File: src/rtl/eu_operand_fetch_pkg.sv
// Shared types for the exec-unit operand fetch block.
package eu_operand_fetch_pkg;
    localparam int ADDR_BITS   = 8;
    localparam int DATA_BITS   = 16;
    localparam int OPCODE_BITS = 4;

    typedef logic [ADDR_BITS-1:0]   type_alu_local_addr;
    typedef logic [DATA_BITS-1:0]   type_exec_unit_data;
    typedef logic [OPCODE_BITS-1:0] type_eu_opcode;

    typedef enum logic [1:0] {
        IDLE  = 2'd0,
        FETCH = 2'd1,
        ISSUE = 2'd2
    } type_opf_state;
endpackage

File: src/rtl/eu_opf_slot.sv
// One operand slot: got flag, data and address registers, and the y-buffer request strobe.
module eu_opf_slot
    import eu_operand_fetch_pkg::*;
(
    input  logic               clk,
    input  logic               reset_n,
    input  logic               load_i,
    input  logic               use_imm_i,
    input  type_exec_unit_data imm_i,
    input  type_alu_local_addr addr_i,
    input  logic               fetch_i,
    input  type_exec_unit_data data_i,
    input  logic               success_i,
    output type_alu_local_addr req_addr_o,
    output logic               req_valid_o,
    output logic               got_o,
    output type_exec_unit_data data_o
);
    logic               got_q, got_d;
    type_exec_unit_data data_q, data_d;
    type_alu_local_addr addr_q, addr_d;
    logic               capture;

    assign req_valid_o = fetch_i & ~got_q;
    assign capture     = req_valid_o & success_i;
    assign got_o       = got_q | capture;
    assign req_addr_o  = addr_q;
    assign data_o      = data_q;

    // The address register only moves for fetched operands so the request bus holds while idle.
    always_comb begin
        got_d  = got_q;
        data_d = data_q;
        addr_d = addr_q;
        if (load_i) begin
            got_d  = use_imm_i;
            data_d = imm_i;
            if (!use_imm_i) addr_d = addr_i;
        end else if (capture) begin
            got_d  = 1'b1;
            data_d = data_i;
        end
    end

    always_ff @(posedge clk) begin
        if (!reset_n) begin
            got_q  <= 1'b0;
            data_q <= '0;
            addr_q <= '0;
        end else begin
            got_q  <= got_d;
            data_q <= data_d;
            addr_q <= addr_d;
        end
    end
endmodule

File: src/rtl/eu_operand_fetch.sv
// Operand fetch: accepts an instruction, retries y-buffer reads until both operands arrive, hands bundle to ALU.
module eu_operand_fetch
    import eu_operand_fetch_pkg::*;
#(
    parameter int OPCODE_BITS    = 4,
    parameter int STALL_CNT_BITS = 4
) (
    input  logic                   clk,
    input  logic                   reset_n,
    input  logic                   instr_valid_i,
    output logic                   instr_ready_o,
    input  type_alu_local_addr     instr_op0_addr_i,
    input  logic                   instr_op0_use_imm_i,
    input  type_exec_unit_data     instr_op0_imm_i,
    input  type_alu_local_addr     instr_op1_addr_i,
    input  logic                   instr_op1_use_imm_i,
    input  type_exec_unit_data     instr_op1_imm_i,
    input  type_alu_local_addr     instr_dest_addr_i,
    input  logic [OPCODE_BITS-1:0] instr_opcode_i,
    output type_alu_local_addr     op0_req_addr_o,
    output logic                   op0_req_addr_valid_o,
    input  type_exec_unit_data     op0_data_i,
    input  logic                   op0_data_success_i,
    output type_alu_local_addr     op1_req_addr_o,
    output logic                   op1_req_addr_valid_o,
    input  type_exec_unit_data     op1_data_i,
    input  logic                   op1_data_success_i,
    output logic                   alu_valid_o,
    input  logic                   alu_ready_i,
    output type_exec_unit_data     alu_op0_o,
    output type_exec_unit_data     alu_op1_o,
    output type_alu_local_addr     alu_dest_addr_o,
    output logic [OPCODE_BITS-1:0] alu_opcode_o,
    output logic                   stall_o
);
    type_opf_state             state_q, state_d;
    type_alu_local_addr        dest_q, dest_d;
    logic [OPCODE_BITS-1:0]    opcode_q, opcode_d;
    logic [STALL_CNT_BITS-1:0] cnt_q, cnt_d;
    logic ready_c, valid_c, accept, fetch, got0, got1, both_imm;

    assign fetch    = reset_n & (state_q == FETCH);
    assign both_imm = instr_op0_use_imm_i & instr_op1_use_imm_i;

    // Control outputs are forced low while reset_n is held, not just after the reset edge.
    assign instr_ready_o   = reset_n & ready_c;
    assign alu_valid_o     = reset_n & valid_c;
    assign accept          = instr_valid_i & instr_ready_o;
    assign stall_o         = reset_n & (&cnt_q);
    assign alu_dest_addr_o = dest_q;
    assign alu_opcode_o    = opcode_q;

    always_comb begin
        state_d = state_q;
        ready_c = 1'b0;
        valid_c = 1'b0;
        unique case (state_q)
            IDLE: begin
                ready_c = 1'b1;
                if (instr_valid_i) state_d = both_imm ? ISSUE : FETCH;
            end
            FETCH: begin
                if (got0 && got1) state_d = ISSUE;
            end
            ISSUE: begin
                valid_c = 1'b1;
                ready_c = alu_ready_i;
                if (alu_ready_i) state_d = instr_valid_i ? (both_imm ? ISSUE : FETCH) : IDLE;
            end
            default: state_d = IDLE;
        endcase
    end

    always_comb begin
        dest_d   = dest_q;
        opcode_d = opcode_q;
        cnt_d    = cnt_q;
        if (accept) begin
            dest_d   = instr_dest_addr_i;
            opcode_d = instr_opcode_i;
            cnt_d    = '0;
        end else if (fetch && !(got0 && got1) && !(&cnt_q)) begin
            cnt_d = cnt_q + 1'b1;
        end
    end

    always_ff @(posedge clk) begin
        if (!reset_n) begin
            state_q  <= IDLE;
            dest_q   <= '0;
            opcode_q <= '0;
            cnt_q    <= '0;
        end else begin
            state_q  <= state_d;
            dest_q   <= dest_d;
            opcode_q <= opcode_d;
            cnt_q    <= cnt_d;
        end
    end

    eu_opf_slot u_slot0 (
        .clk         (clk),
        .reset_n     (reset_n),
        .load_i      (accept),
        .use_imm_i   (instr_op0_use_imm_i),
        .imm_i       (instr_op0_imm_i),
        .addr_i      (instr_op0_addr_i),
        .fetch_i     (fetch),
        .data_i      (op0_data_i),
        .success_i   (op0_data_success_i),
        .req_addr_o  (op0_req_addr_o),
        .req_valid_o (op0_req_addr_valid_o),
        .got_o       (got0),
        .data_o      (alu_op0_o)
    );

    eu_opf_slot u_slot1 (
        .clk         (clk),
        .reset_n     (reset_n),
        .load_i      (accept),
        .use_imm_i   (instr_op1_use_imm_i),
        .imm_i       (instr_op1_imm_i),
        .addr_i      (instr_op1_addr_i),
        .fetch_i     (fetch),
        .data_i      (op1_data_i),
        .success_i   (op1_data_success_i),
        .req_addr_o  (op1_req_addr_o),
        .req_valid_o (op1_req_addr_valid_o),
        .got_o       (got1),
        .data_o      (alu_op1_o)
    );
endmodule

File: config.mk
export PLATFORM = sky130hd
export DESIGN_NAME = eu_operand_fetch
export DESIGN_NICKNAME = d
export VERILOG_FILES = /design/src/rtl/eu_operand_fetch_pkg.sv /design/src/rtl/eu_opf_slot.sv /design/src/rtl/eu_operand_fetch.sv
export SDC_FILE = /design/constraint.sdc
export NUM_CORES = 1
export LEC_CHECK = 0
export CAP_MARGIN = 30
export CORE_MARGIN = 4
export CORE_UTILIZATION = 43
export CTS_CLUSTER_DIAMETER = 30
export DETAILED_ROUTE_END_ITERATION = 8
export GPL_ROUTABILITY_DRIVEN = 0
export GPL_TIMING_DRIVEN = 0
export PLACE_DENSITY = 0.9
export SLEW_MARGIN = 20
export SYNTH_ARGS = -nofsm -noshare
export SYNTH_HDL_FRONTEND = slang
export SYNTH_SLANG_ARGS = --single-unit
File: constraint.sdc
create_clock -name clk -period 4.3 [get_ports clk]
set_input_delay 1.075 -clock clk [delete_from_list [all_inputs] [get_ports clk]]
set_output_delay 1.075 -clock clk [all_outputs]
set_load 0.02 [all_outputs]
==> reports/qor.yml <==
status: "finished, final reports clean"
crit_buf_inv: 5
leakagePower_uw: 0.00194
routed_wl_um: 11500
synthToLayoutAreaGrowth_pct: 59.6
drv_cap: 0
synthCells: 379
routed_via_density: 5.80
regArea_mm2: 0.00136
multi_input_area_mm2: 0.00161
cts_buffers: 9
critical-path-slowest-cell: "clkdlybuf4s50_1"
holdBufCountCts: 0
cp_max_fo: 10
mostFrequentLayoutCell: "clkdlybuf4s50_1"
fin_crit_ps: 4040
nets: 653
crit_cells: 7
cts_setup_buffers: 0
worst_slew_pin_slew_ps: 610
die_w_um: 94.7
irDropWorstVdd_uv: 166
grt_pass1_wl_um: 17500
syn_area_mm2: 0.00323
initial_core_util: 0.443
rows: 31
grt-ovfl-total: 0
avgSynthCellArea_um2: 8.53
drive_gt1_frac: 0.0504
ys_types: 35
num_io_pins: 165
start_kind: "input port"
hp-class: "reg2reg"
cts_tree: "built"
clkSinkCount: 68
die_y_um: 94.7
fillCellCount: 604
cp_top_family: "buffers and inverters"
insertion_delay_ps: 330
vias: 3796
grt_usage: 0.243
whs_path_depth: 2
synth_seq_cells: 68
hold_slack_ps: 462
drtIter0Drc: 220
diodes: 0
portBuffers: 162
clk_pin_slew_ps: 70
synth_enable_flop_cells: 0
cp-end-kind: "output pin"
place_ws_ps: 273
ant_nets: 0
wl_met1_um: 4620
crit_chain: "clkdlybuf4s50_1, nor2b_1, buf_2, buf_2, buf_2, nor2_1, clkdlybuf4s50_1"
post_cts_resized: 0
grt_pass1_vias: 3656
syn_nets: 480
highest-signal-layer: "met4"
post-dp-hpwl_um: 8680
root_buffer: "clkbuf_8"
final_cell_mix: "clkdlybuf4s50_1, dfxtp_1, o31ai_1"
setup_ws_ps: 258
cp_common_cell: "buf_2"
slew_headroom: 0.593
yosysWarnings: 0
r2r_cells: 5
crit_arrival_ps: 2970
drt_first_pass_iters: 5
slew_viol_final: 0
rsz0062_at_grt: "no"
powerDensity_mw_per_mm2: 311
design.core.area_mm2: 0.00729
max_freq_mhz: 247
cp.required_ps: 3220
dieArea_mm2: 0.00897
finalSetupViolations: 0
hold_viol_final: 0
wl_met3_um: 868
wl_met2_um: 5770
h-tree-depth: 3
worstSetupPathType: "in2out"
max_stage_delay_ps: 550
synth-seq-area-share: 0.421
synth_ff_type: "dfxtp_1"
fin_worst_skew_ps: 14.8
grt_antenna_before_repair: 0
async_flop_share: 0
tns_ps: 0
wl_per_cell_um: 17.5
remaining_drc_errors: 0
fin_crit_sh: 0.940
grt_max_degree: 12
clockBufferDepth: 2
routing by layer:
metal  track usage  vias up
li1              -     1771
met1         0.295     1828
met2         0.420      177
met3        0.0606       20
met4        0.0769        0
met5             0        -
final timing paths:
check | startpoint | to | slack, ps
hold / removal | u_slot1.req_addr_o[4] | u_slot1.req_addr_o[4] | 460
setup / recovery | alu_ready_i | instr_ready_o | 260
hold reg to reg | u_slot1.req_addr_o[4] | u_slot1.req_addr_o[4] | 460
setup reg to reg | state_q[1] | u_slot0.data_o[8] | 2650
synth_stat cells (3+ instances only):
library cell	number	area [um2]
a21oi_1	14	70.1
a31oi_1	33	206
buf_2	9	45.0
clkbuf_1	31	116
dfxtp_1	68	1360
inv_1	19	71.3
mux2i_1	18	180
nand2_1	16	60.1
nand2b_1	6	37.5
nand3_1	21	105
nand4_1	13	81.3
nand4b_1	16	140
nor2_1	8	30.0
nor2b_1	3	18.8
o211ai_1	3	22.5
o21ai_0	33	165
o31ai_1	45	338
flip-flops by register name (all words and copies together), names as in the netlist, 2 cells and up:
| name | count |
|---|---|
| u_slot1.data_o | 16 |
| u_slot0.data_o | 16 |
| u_slot1.req_addr_o | 8 |
| u_slot0.req_addr_o | 8 |
| cnt_q | 4 |
| alu_opcode_o | 4 |
| alu_dest_addr_o | 8 |
| state_q | 2 |
per-stage QoR:
step | utilization | power [uW] | cell area, um2 | instances
finish | 0.708 | 1600 | 5160 | 655
global route | 0.708 | 1660 | 5160 | 655
CTS | 0.708 | 1600 | 5160 | 655
detailed placement | 0.683 | 1110 | 4980 | 640
global placement | 0.683 | 1100 | 4980 | 640
floorplan | - | 892 | 3230 | 379
worst register-to-register path, stage by stage (launching register included):
cell and delay, ps:
dfxtp_1 410, nor2b_1 150, buf_2 190, clkbuf_1 500, o31ai_1 180, a31oi_1 160
power by group:
| group | internal [uW] | switching [uW] |
|---|---|---|
| Combinational | 203 | 201 |
| Clock | 263 | 241 |
| Sequential | 671 | 23.8 |
cells by family (layout without fill, tap and decap cells):
family	after synthesis	after routing	synth area share
AO/OA/AOI/OAI	136	136	0.269
AND/OR/NAND/NOR	92	92	0.168
flip-flops	68	68	0.421
buffers and inverters	64	241	0.0824
multiplexers	18	18	0.0557
adder cells (fa/ha/maj)	1	1	0.00387
cell type report:
class,instances,share of cell area
repair buffers,162,0.314
multi-input cells,247,0.311
flip-flops and latches,68,0.264
plain buffers,44,0.0371
clock buffers,10,0.0247
well taps,99,0.0240
inverters,20,0.0145
clock inverters,5,0.0104
Note: power is estimated with default switching activity, not from simulation.
